--- src/rtl/ball_split_dispatcher.sv ---
`default_nettype none
// ============================================================================
// Module  : ball_split_dispatcher
// Purpose : Queues ball-hit events and splits each hit ball into two smaller
//           children assigned to free slots, or pops the smallest size.
// Revision: 1.0  initial release
// ============================================================================
module ball_split_dispatcher #(
  parameter int NUM_BALLS  = 8,
  parameter int SIZE_W     = 2,
  parameter int COORD_W    = 11,
  parameter int X_MAX      = 639,
  parameter int SPLIT_OFS  = 16,
  parameter int FIFO_DEPTH = 4
) (
  input  logic                         clk,
  input  logic                         resetN,
  input  logic                         hit_valid,
  output logic                         hit_ready,
  input  logic [COORD_W-1:0]           hit_x,
  input  logic [COORD_W-1:0]           hit_y,
  input  logic [SIZE_W-1:0]            hit_size,
  input  logic [NUM_BALLS-1:0]         available,
  output logic                         spawn_valid,
  output logic [$clog2(NUM_BALLS)-1:0] spawn_idx,
  output logic [COORD_W-1:0]           spawn_x,
  output logic [COORD_W-1:0]           spawn_y,
  output logic [SIZE_W-1:0]            spawn_size,
  output logic                         spawn_dir,
  output logic                         pop_pulse,
  output logic                         drop_pulse
);

  localparam int IDX_W = $clog2(NUM_BALLS);
  localparam int PTR_W = $clog2(FIFO_DEPTH);
  localparam int CNT_W = PTR_W + 1;
  localparam int ENT_W = 2 * COORD_W + SIZE_W;

  localparam logic [COORD_W-1:0] c_ofs      = COORD_W'(SPLIT_OFS);
  localparam logic [COORD_W:0]   c_xmax_ext = (COORD_W + 1)'(X_MAX);
  localparam logic [CNT_W-1:0]   c_full     = CNT_W'(FIFO_DEPTH);

  typedef enum logic [1:0] {
    ST_IDLE   = 2'd0,
    ST_SCAN_L = 2'd1,
    ST_SCAN_R = 2'd2
  } state_t;

  state_t r_state, w_state_nxt;

  // ---------------- pending-hit queue ----------------
  logic [ENT_W-1:0]   r_mem [FIFO_DEPTH];
  logic [PTR_W-1:0]   r_wr_ptr, r_rd_ptr;
  logic [CNT_W-1:0]   r_count;
  logic               w_push, w_pop;
  logic [COORD_W-1:0] w_head_x, w_head_y;
  logic [SIZE_W-1:0]  w_head_size;

  assign hit_ready = (r_count != c_full);
  assign w_push    = hit_valid && hit_ready;
  assign {w_head_x, w_head_y, w_head_size} = r_mem[r_rd_ptr];

  always_ff @(posedge clk) begin
    if (w_push) r_mem[r_wr_ptr] <= {hit_x, hit_y, hit_size};
  end

  always_ff @(posedge clk or negedge resetN) begin
    if (!resetN) begin
      r_wr_ptr <= '0;
      r_rd_ptr <= '0;
      r_count  <= '0;
    end else begin
      if (w_push) r_wr_ptr <= r_wr_ptr + PTR_W'(1);
      if (w_pop)  r_rd_ptr <= r_rd_ptr + PTR_W'(1);
      case ({w_push, w_pop})
        2'b10:   r_count <= r_count + CNT_W'(1);
        2'b01:   r_count <= r_count - CNT_W'(1);
        default: r_count <= r_count;
      endcase
    end
  end

  // ---------------- work registers and slot search ----------------
  logic [COORD_W-1:0]   r_wx, r_wy;
  logic [SIZE_W-1:0]    r_wsize;
  logic [NUM_BALLS-1:0] r_reserved, w_res_set, w_free;
  logic                 w_found;
  logic [IDX_W-1:0]     w_free_idx;
  logic [COORD_W-1:0]   w_left_x, w_right_x;
  logic [COORD_W:0]     w_sum;

  assign w_free = available & ~r_reserved;

  // Descending walk so the lowest free index is the one left standing.
  always_comb begin
    w_found    = 1'b0;
    w_free_idx = '0;
    for (int i = NUM_BALLS - 1; i >= 0; i--) begin
      if (w_free[i]) begin
        w_found    = 1'b1;
        w_free_idx = IDX_W'(i);
      end
    end
  end

  assign w_left_x  = (r_wx >= c_ofs) ? (r_wx - c_ofs) : '0;
  assign w_sum     = {1'b0, r_wx} + {1'b0, c_ofs};
  assign w_right_x = (w_sum > c_xmax_ext) ? c_xmax_ext[COORD_W-1:0] : w_sum[COORD_W-1:0];

  // ---------------- registered outputs ----------------
  logic               r_spawn_valid, r_pop_pulse, r_drop_pulse, r_dir;
  logic [IDX_W-1:0]   r_idx;
  logic [COORD_W-1:0] r_x, r_y;
  logic [SIZE_W-1:0]  r_size;

  logic               w_sv_nxt, w_pop_nxt, w_drop_nxt, w_dir_nxt;
  logic [IDX_W-1:0]   w_idx_nxt;
  logic [COORD_W-1:0] w_x_nxt, w_y_nxt;
  logic [SIZE_W-1:0]  w_size_nxt;

  always_comb begin
    w_state_nxt = r_state;
    w_pop       = 1'b0;
    w_sv_nxt    = 1'b0;
    w_pop_nxt   = 1'b0;
    w_drop_nxt  = 1'b0;
    w_idx_nxt   = r_idx;
    w_x_nxt     = r_x;
    w_y_nxt     = r_y;
    w_size_nxt  = r_size;
    w_dir_nxt   = r_dir;
    w_res_set   = '0;
    case (r_state)
      ST_IDLE: begin
        if (r_count != '0) begin
          w_pop = 1'b1;
          if (w_head_size == '0) w_pop_nxt   = 1'b1;
          else                   w_state_nxt = ST_SCAN_L;
        end
      end
      ST_SCAN_L, ST_SCAN_R: begin
        if (w_found) begin
          w_sv_nxt   = 1'b1;
          w_idx_nxt  = w_free_idx;
          w_dir_nxt  = (r_state == ST_SCAN_R);
          w_x_nxt    = (r_state == ST_SCAN_R) ? w_right_x : w_left_x;
          w_y_nxt    = r_wy;
          w_size_nxt = r_wsize - SIZE_W'(1);
          w_res_set  = NUM_BALLS'(1) << w_free_idx;
        end else begin
          w_drop_nxt = 1'b1;
        end
        w_state_nxt = (r_state == ST_SCAN_L) ? ST_SCAN_R : ST_IDLE;
      end
      default: w_state_nxt = ST_IDLE;
    endcase
  end

  always_ff @(posedge clk or negedge resetN) begin
    if (!resetN) begin
      r_state       <= ST_IDLE;
      r_wx          <= '0;
      r_wy          <= '0;
      r_wsize       <= '0;
      r_reserved    <= '0;
      r_spawn_valid <= 1'b0;
      r_pop_pulse   <= 1'b0;
      r_drop_pulse  <= 1'b0;
      r_idx         <= '0;
      r_x           <= '0;
      r_y           <= '0;
      r_size        <= '0;
      r_dir         <= 1'b0;
    end else begin
      r_state <= w_state_nxt;
      if (w_pop) begin
        r_wx    <= w_head_x;
        r_wy    <= w_head_y;
        r_wsize <= w_head_size;
      end
      // A controller dropping 'available' releases the reservation; a new set wins.
      r_reserved    <= (r_reserved & available) | w_res_set;
      r_spawn_valid <= w_sv_nxt;
      r_pop_pulse   <= w_pop_nxt;
      r_drop_pulse  <= w_drop_nxt;
      r_idx         <= w_idx_nxt;
      r_x           <= w_x_nxt;
      r_y           <= w_y_nxt;
      r_size        <= w_size_nxt;
      r_dir         <= w_dir_nxt;
    end
  end

  assign spawn_valid = r_spawn_valid;
  assign spawn_idx   = r_idx;
  assign spawn_x     = r_x;
  assign spawn_y     = r_y;
  assign spawn_size  = r_size;
  assign spawn_dir   = r_dir;
  assign pop_pulse   = r_pop_pulse;
  assign drop_pulse  = r_drop_pulse;

endmodule
`default_nettype wire

--- config.mk ---
export PLATFORM = sky130hd
export DESIGN_NAME = ball_split_dispatcher
export DESIGN_NICKNAME = d
export VERILOG_FILES = /design/src/rtl/ball_split_dispatcher.sv
export SDC_FILE = /design/constraint.sdc
export NUM_CORES = 1
export LEC_CHECK = 0
export CELL_PAD_IN_SITES_DETAIL_PLACEMENT = 1
export CELL_PAD_IN_SITES_GLOBAL_PLACEMENT = 2
export CORE_UTILIZATION = 25
export CTS_BUF_LIST = sky130_fd_sc_hd__clkbuf_8
export DETAILED_ROUTE_END_ITERATION = 10
export MAX_ROUTING_LAYER = met4
export PLACE_DENSITY_LB_ADDON = 0.1
export SYNTH_ARGS = -nofsm -noshare
export SYNTH_HDL_FRONTEND = slang
export SYNTH_SLANG_ARGS = --single-unit
--- constraint.sdc ---
create_clock -name clk -period 2.28 [get_ports clk]
set_input_delay 0.228 -clock clk [delete_from_list [all_inputs] [get_ports clk]]
set_output_delay 0.228 -clock clk [all_outputs]
set_load 0.01 [all_outputs]
==> reports/qor.log <==
qor: global_routing.maximum_number_of_pins_on_one_net_before_global_route_repair 42
qor: critical_path.timing.critical_path.slowest_stage_cell sky130_fd_sc_hd__dfrtp_1
qor: global_routing.grt_first_pass_wirelength 25400 um
qor: route.routed_wl 16000 um
qor: synth.synth.distinct_cells 49
qor: clock_network.cts_tree built
qor: clock_network.htree_levels 4
qor: timing.hold_violations 0
qor: clock_network.path_clk_slew 100 ps
qor: timing.worst_slack 204 ps
qor: route.drt_iter0_markers 137
qor: critical_path.critical_path.top_delay_family adder cells
qor: synth.post_synth_most_frequent_cells 96 x sky130_fd_sc_hd__edfxtp_1, 74 x sky130_fd_sc_hd__nand2_1, 72 x sky130_fd_sc_hd__dfrtp_1
qor: power.peakVddDrop 0.000321 V
qor: synth.ys.flop_type sky130_fd_sc_hd__edfxtp_1
qor: timing.fmax 482 MHz
qor: synth.postSynth.asyncResetShare 42.9%
qor: synth.area_of_the_mapped_netlist 0.00683 mm2
qor: cells_and_area.multi_input_area 0.00203 mm2
qor: placement.port_buffers 66
qor: critical_path.cpPeakStageDelay 420 ps
qor: synth.yosys_warnings 0
qor: placement.gp_congestion 0.752
qor: run_status.outcome finished, final reports clean
qor: route.viasPerCell 4.36
qor: cells_and_area.layout-drive-gt1-share 18.5%
qor: synth.synth.top_cells.by_area sky130_fd_sc_hd__edfxtp_1 42%, sky130_fd_sc_hd__dfrtp_1 26%, sky130_fd_sc_hd__mux4_2 7.6%, sky130_fd_sc_hd__nand2_1 4.1%, sky130_fd_sc_hd__mux2_2 3.6%
qor: route.drt-wirelength-per-cell 17.9 um
qor: critical_path.worst_setup_path_start_kind flop
qor: timing.rsz_0062_raised_after_global_routing no
qor: clock_network.cts_max_path_buffers 2
qor: synth.synth_edf_count 96
qor: route.remaining_drc_errors 0
qor: critical_path.end_kind flop
qor: power.p_per_area 1390 mW/mm2
qor: clock_network.root_buffer sky130_fd_sc_hd__clkbuf_8
qor: synth.synth_top_area_cell sky130_fd_sc_hd__edfxtp_1
qor: die.placeable_area 0.0269 mm2
qor: power.p_leak 0.00317 uW
qor: cells_and_area.area_delta_synth_final 23.7%
qor: placement.detailedPlace.worstSlack 53.3 ps
qor: critical_path.critPathBufInv 3
qor: critical_path.cp_data_arrival_time 2460 ps
qor: critical_path.worst_path_class_setup reg -> reg
qor: die.die_h 167 um
qor: global_routing.vias_in_the_first_global_route 4399
qor: synth.synthesis.area_per_instance 14.9 um2
qor: timing.hold_ws 313 ps
qor: die.rows 60
qor: timing.finClkSkew 22.1 ps
qor: timing.slew_viol_final 0
qor: synth.synth.most_common_cell sky130_fd_sc_hd__edfxtp_1
qor: critical_path.path_cells inv_1 > ha_1 > nand2_1 > inv_1 > ha_1 > inv_1 > fa_1 > xor2_1 > nor2_1 > xor2_1
qor: critical_path.critical_path_peak_fanout 3
qor: timing.maxSlewHeadroom 60.2%
qor: route.firstDrtPassIters 5
qor: global_routing.overflow 0
qor: placement.dpl_cell_area 0.00799 mm2
qor: synth.post_syn_nets 507
qor: timing.worst-slew-pin-transition 597 ps
qor: clock_network.clk-insertion-delay-late 470 ps
qor: route.route.antenna.remaining_nets 0
qor: die.initial_standard_cell_utilization_of_the_core 25.4%
qor: flow_run.cap_violations 0
qor: die.floorplan.die.width 167 um
qor: synth.instance_count_of_the_mapped_netlist 460
qor: critical_path.cp_data_required_time 2660 ps
qor: timing.setup_viol 0
qor: cells_and_area.design.final.nets 590
qor: synth.yosys_register_bits 168
qor: route.num_vias 3907
qor: synth.fraction_of_synthesized_cell_area_taken_by_the_top_area_cell_type 42.2%
qor: global_routing.antenna_violations_before_repair 0
qor: cells_and_area.seqCellArea 0.00468 mm2
qor: power.post-layout-total-power 11700 uW
qor: timing.final.min_clock_period 2080 ps
qor: cells_and_area.finish.instance_area 0.00845 mm2
qor: cells_and_area.n_fill_cell 2828
qor: global_routing.grt_util_all_layers 12.5%
qor: die.die_area 0.0280 mm2
qor: timing.finalSetupTns 0 ps
qor: die.top_level_ports 67
qor: synth.seq_area_frac_synth 68.6%
qor: clock_network.cts_buffers 17
qor: hold_path.min_path_type in -> async
qor: placement.post-dp-hpwl 11100 um
qor: cells_and_area.insertedDiodeCount 0
qor: clock_network.cts_setup_buffers 0
qor: clock_network.clock_sink_count 168
qor: critical_path.critical_path.most_common_cell sky130_fd_sc_hd__inv_1
qor: timing.final.period_utilization 91.0%
## sequential cells by signal, summed over array words and instances, names as in the netlist, 2 cells and up
name,cells
spawn_size,2
r_state,2
r_wsize,2
r_wx,11
r_mem,96
spawn_idx,3
r_count,3
spawn_y,11
r_wr_ptr,2
spawn_x,11
r_rd_ptr,2
r_wy,11
r_reserved,8
## area by class of cell
class / count / area share, %
repair buffers: 83 / 9.77
clock buffers: 17 / 2.77
flip-flops and latches: 168 / 55.4
clock inverters: 15 / 2.40
multi-input cells: 259 / 24.0
inverters: 14 / 0.622
well taps: 341 / 5.05
## path summary, 6_finish.rpt
check | end | startpoint | cells after the start | slack [ps]
worst max-delay path | r_count[2] | r_state[1] | 10 | 200
worst min-delay path | r_count[1] | resetN | 2 | 310
worst max register to register | r_count[2] | r_state[1] | 10 | 200
worst min register to register | spawn_y[2] | r_wy[2] | 2 | 470
max in group asynchronous | r_wx[1] | resetN | 3 | 1380
min in group clk | r_reserved[4] | available[4] | 2 | 340
## timing repair
item | CTS | global route
hold endpoints to repair | 39 | 0
gates resized for setup | 0 | 3
hold buffers | 1 | 0
endpoints found under the setup margin | 0 | 1
## power breakdown
group	switching (uW)	internal, uW	leakage (uW)
Sequential	582	4240	0.00176
Clock	1320	969	0.000222
Combinational	2440	2200	0.00119
## through the flow
stage | utilization, % | instances
finish | 31.5 | 897
global route | 31.5 | 897
CTS | 31.4 | 897
detailed placement | 29.7 | 864
global placement | 29.7 | 864
floorplan | - | 460
## placed cells by master, fill, tap and decap left out, types with 2 or more instances in the layout
cell type                         count
sky130_fd_sc_hd__ha_1                11
sky130_fd_sc_hd__nor2b_1              5
sky130_fd_sc_hd__edfxtp_1            96
sky130_fd_sc_hd__nor2_1              15
sky130_fd_sc_hd__clkbuf_8            17
sky130_fd_sc_hd__nand2_1             74
sky130_fd_sc_hd__nor3_1               3
sky130_fd_sc_hd__o21ai_0             24
sky130_fd_sc_hd__clkdlybuf4s50_1     65
sky130_fd_sc_hd__o21a_1               3
sky130_fd_sc_hd__buf_4               14
sky130_fd_sc_hd__mux4_2              23
sky130_fd_sc_hd__o22ai_1              3
sky130_fd_sc_hd__nand2_2              2
sky130_fd_sc_hd__o21ai_2              2
sky130_fd_sc_hd__buf_12               3
sky130_fd_sc_hd__xor2_1               3
sky130_fd_sc_hd__inv_6                2
sky130_fd_sc_hd__xnor2_1              7
sky130_fd_sc_hd__nand4_1              2
sky130_fd_sc_hd__inv_8                8
sky130_fd_sc_hd__a21oi_1             10
sky130_fd_sc_hd__nor4_1               2
sky130_fd_sc_hd__o31ai_1              2
sky130_fd_sc_hd__and3_1               5
sky130_fd_sc_hd__nand2b_1            10
sky130_fd_sc_hd__clkinv_8             3
sky130_fd_sc_hd__inv_1               14
sky130_fd_sc_hd__nand3_1              7
sky130_fd_sc_hd__mux2_2              22
sky130_fd_sc_hd__dfrtp_1             72
## per-layer routing
metal,vias up,GRT usage [%],wire length [um]
met5,-,-,0
met2,59,20.2,7750
met1,1998,16.0,7740
met3,13,2.22,329
met4,0,4.11,217
li1,1837,-,-
## logic make-up after synthesis
| group | Yosys count | share of synthesized area, % |
|---|---|---|
| adder cells (fa/ha/maj) | 12 | 2.31 |
| XOR/XNOR | 10 | 1.28 |
| AND/OR/NAND/NOR | 137 | 9.41 |
| AO/OA/AOI/OAI | 52 | 4.45 |
| flip-flops | 168 | 68.6 |
| multiplexers | 48 | 12.0 |
| buffers and inverters | 33 | 2.03 |
## worst reg2reg max path, delay by kind of cell, from the launching register on
family                     cells  cell delay [ps]
adders and majority gates      3              770
buffers and inverters          3              250
xor gates and xnor gates       2              320
and+or+nand+nor                2              240
DFF                            1              420
Power figures use the tool's default switching activity.
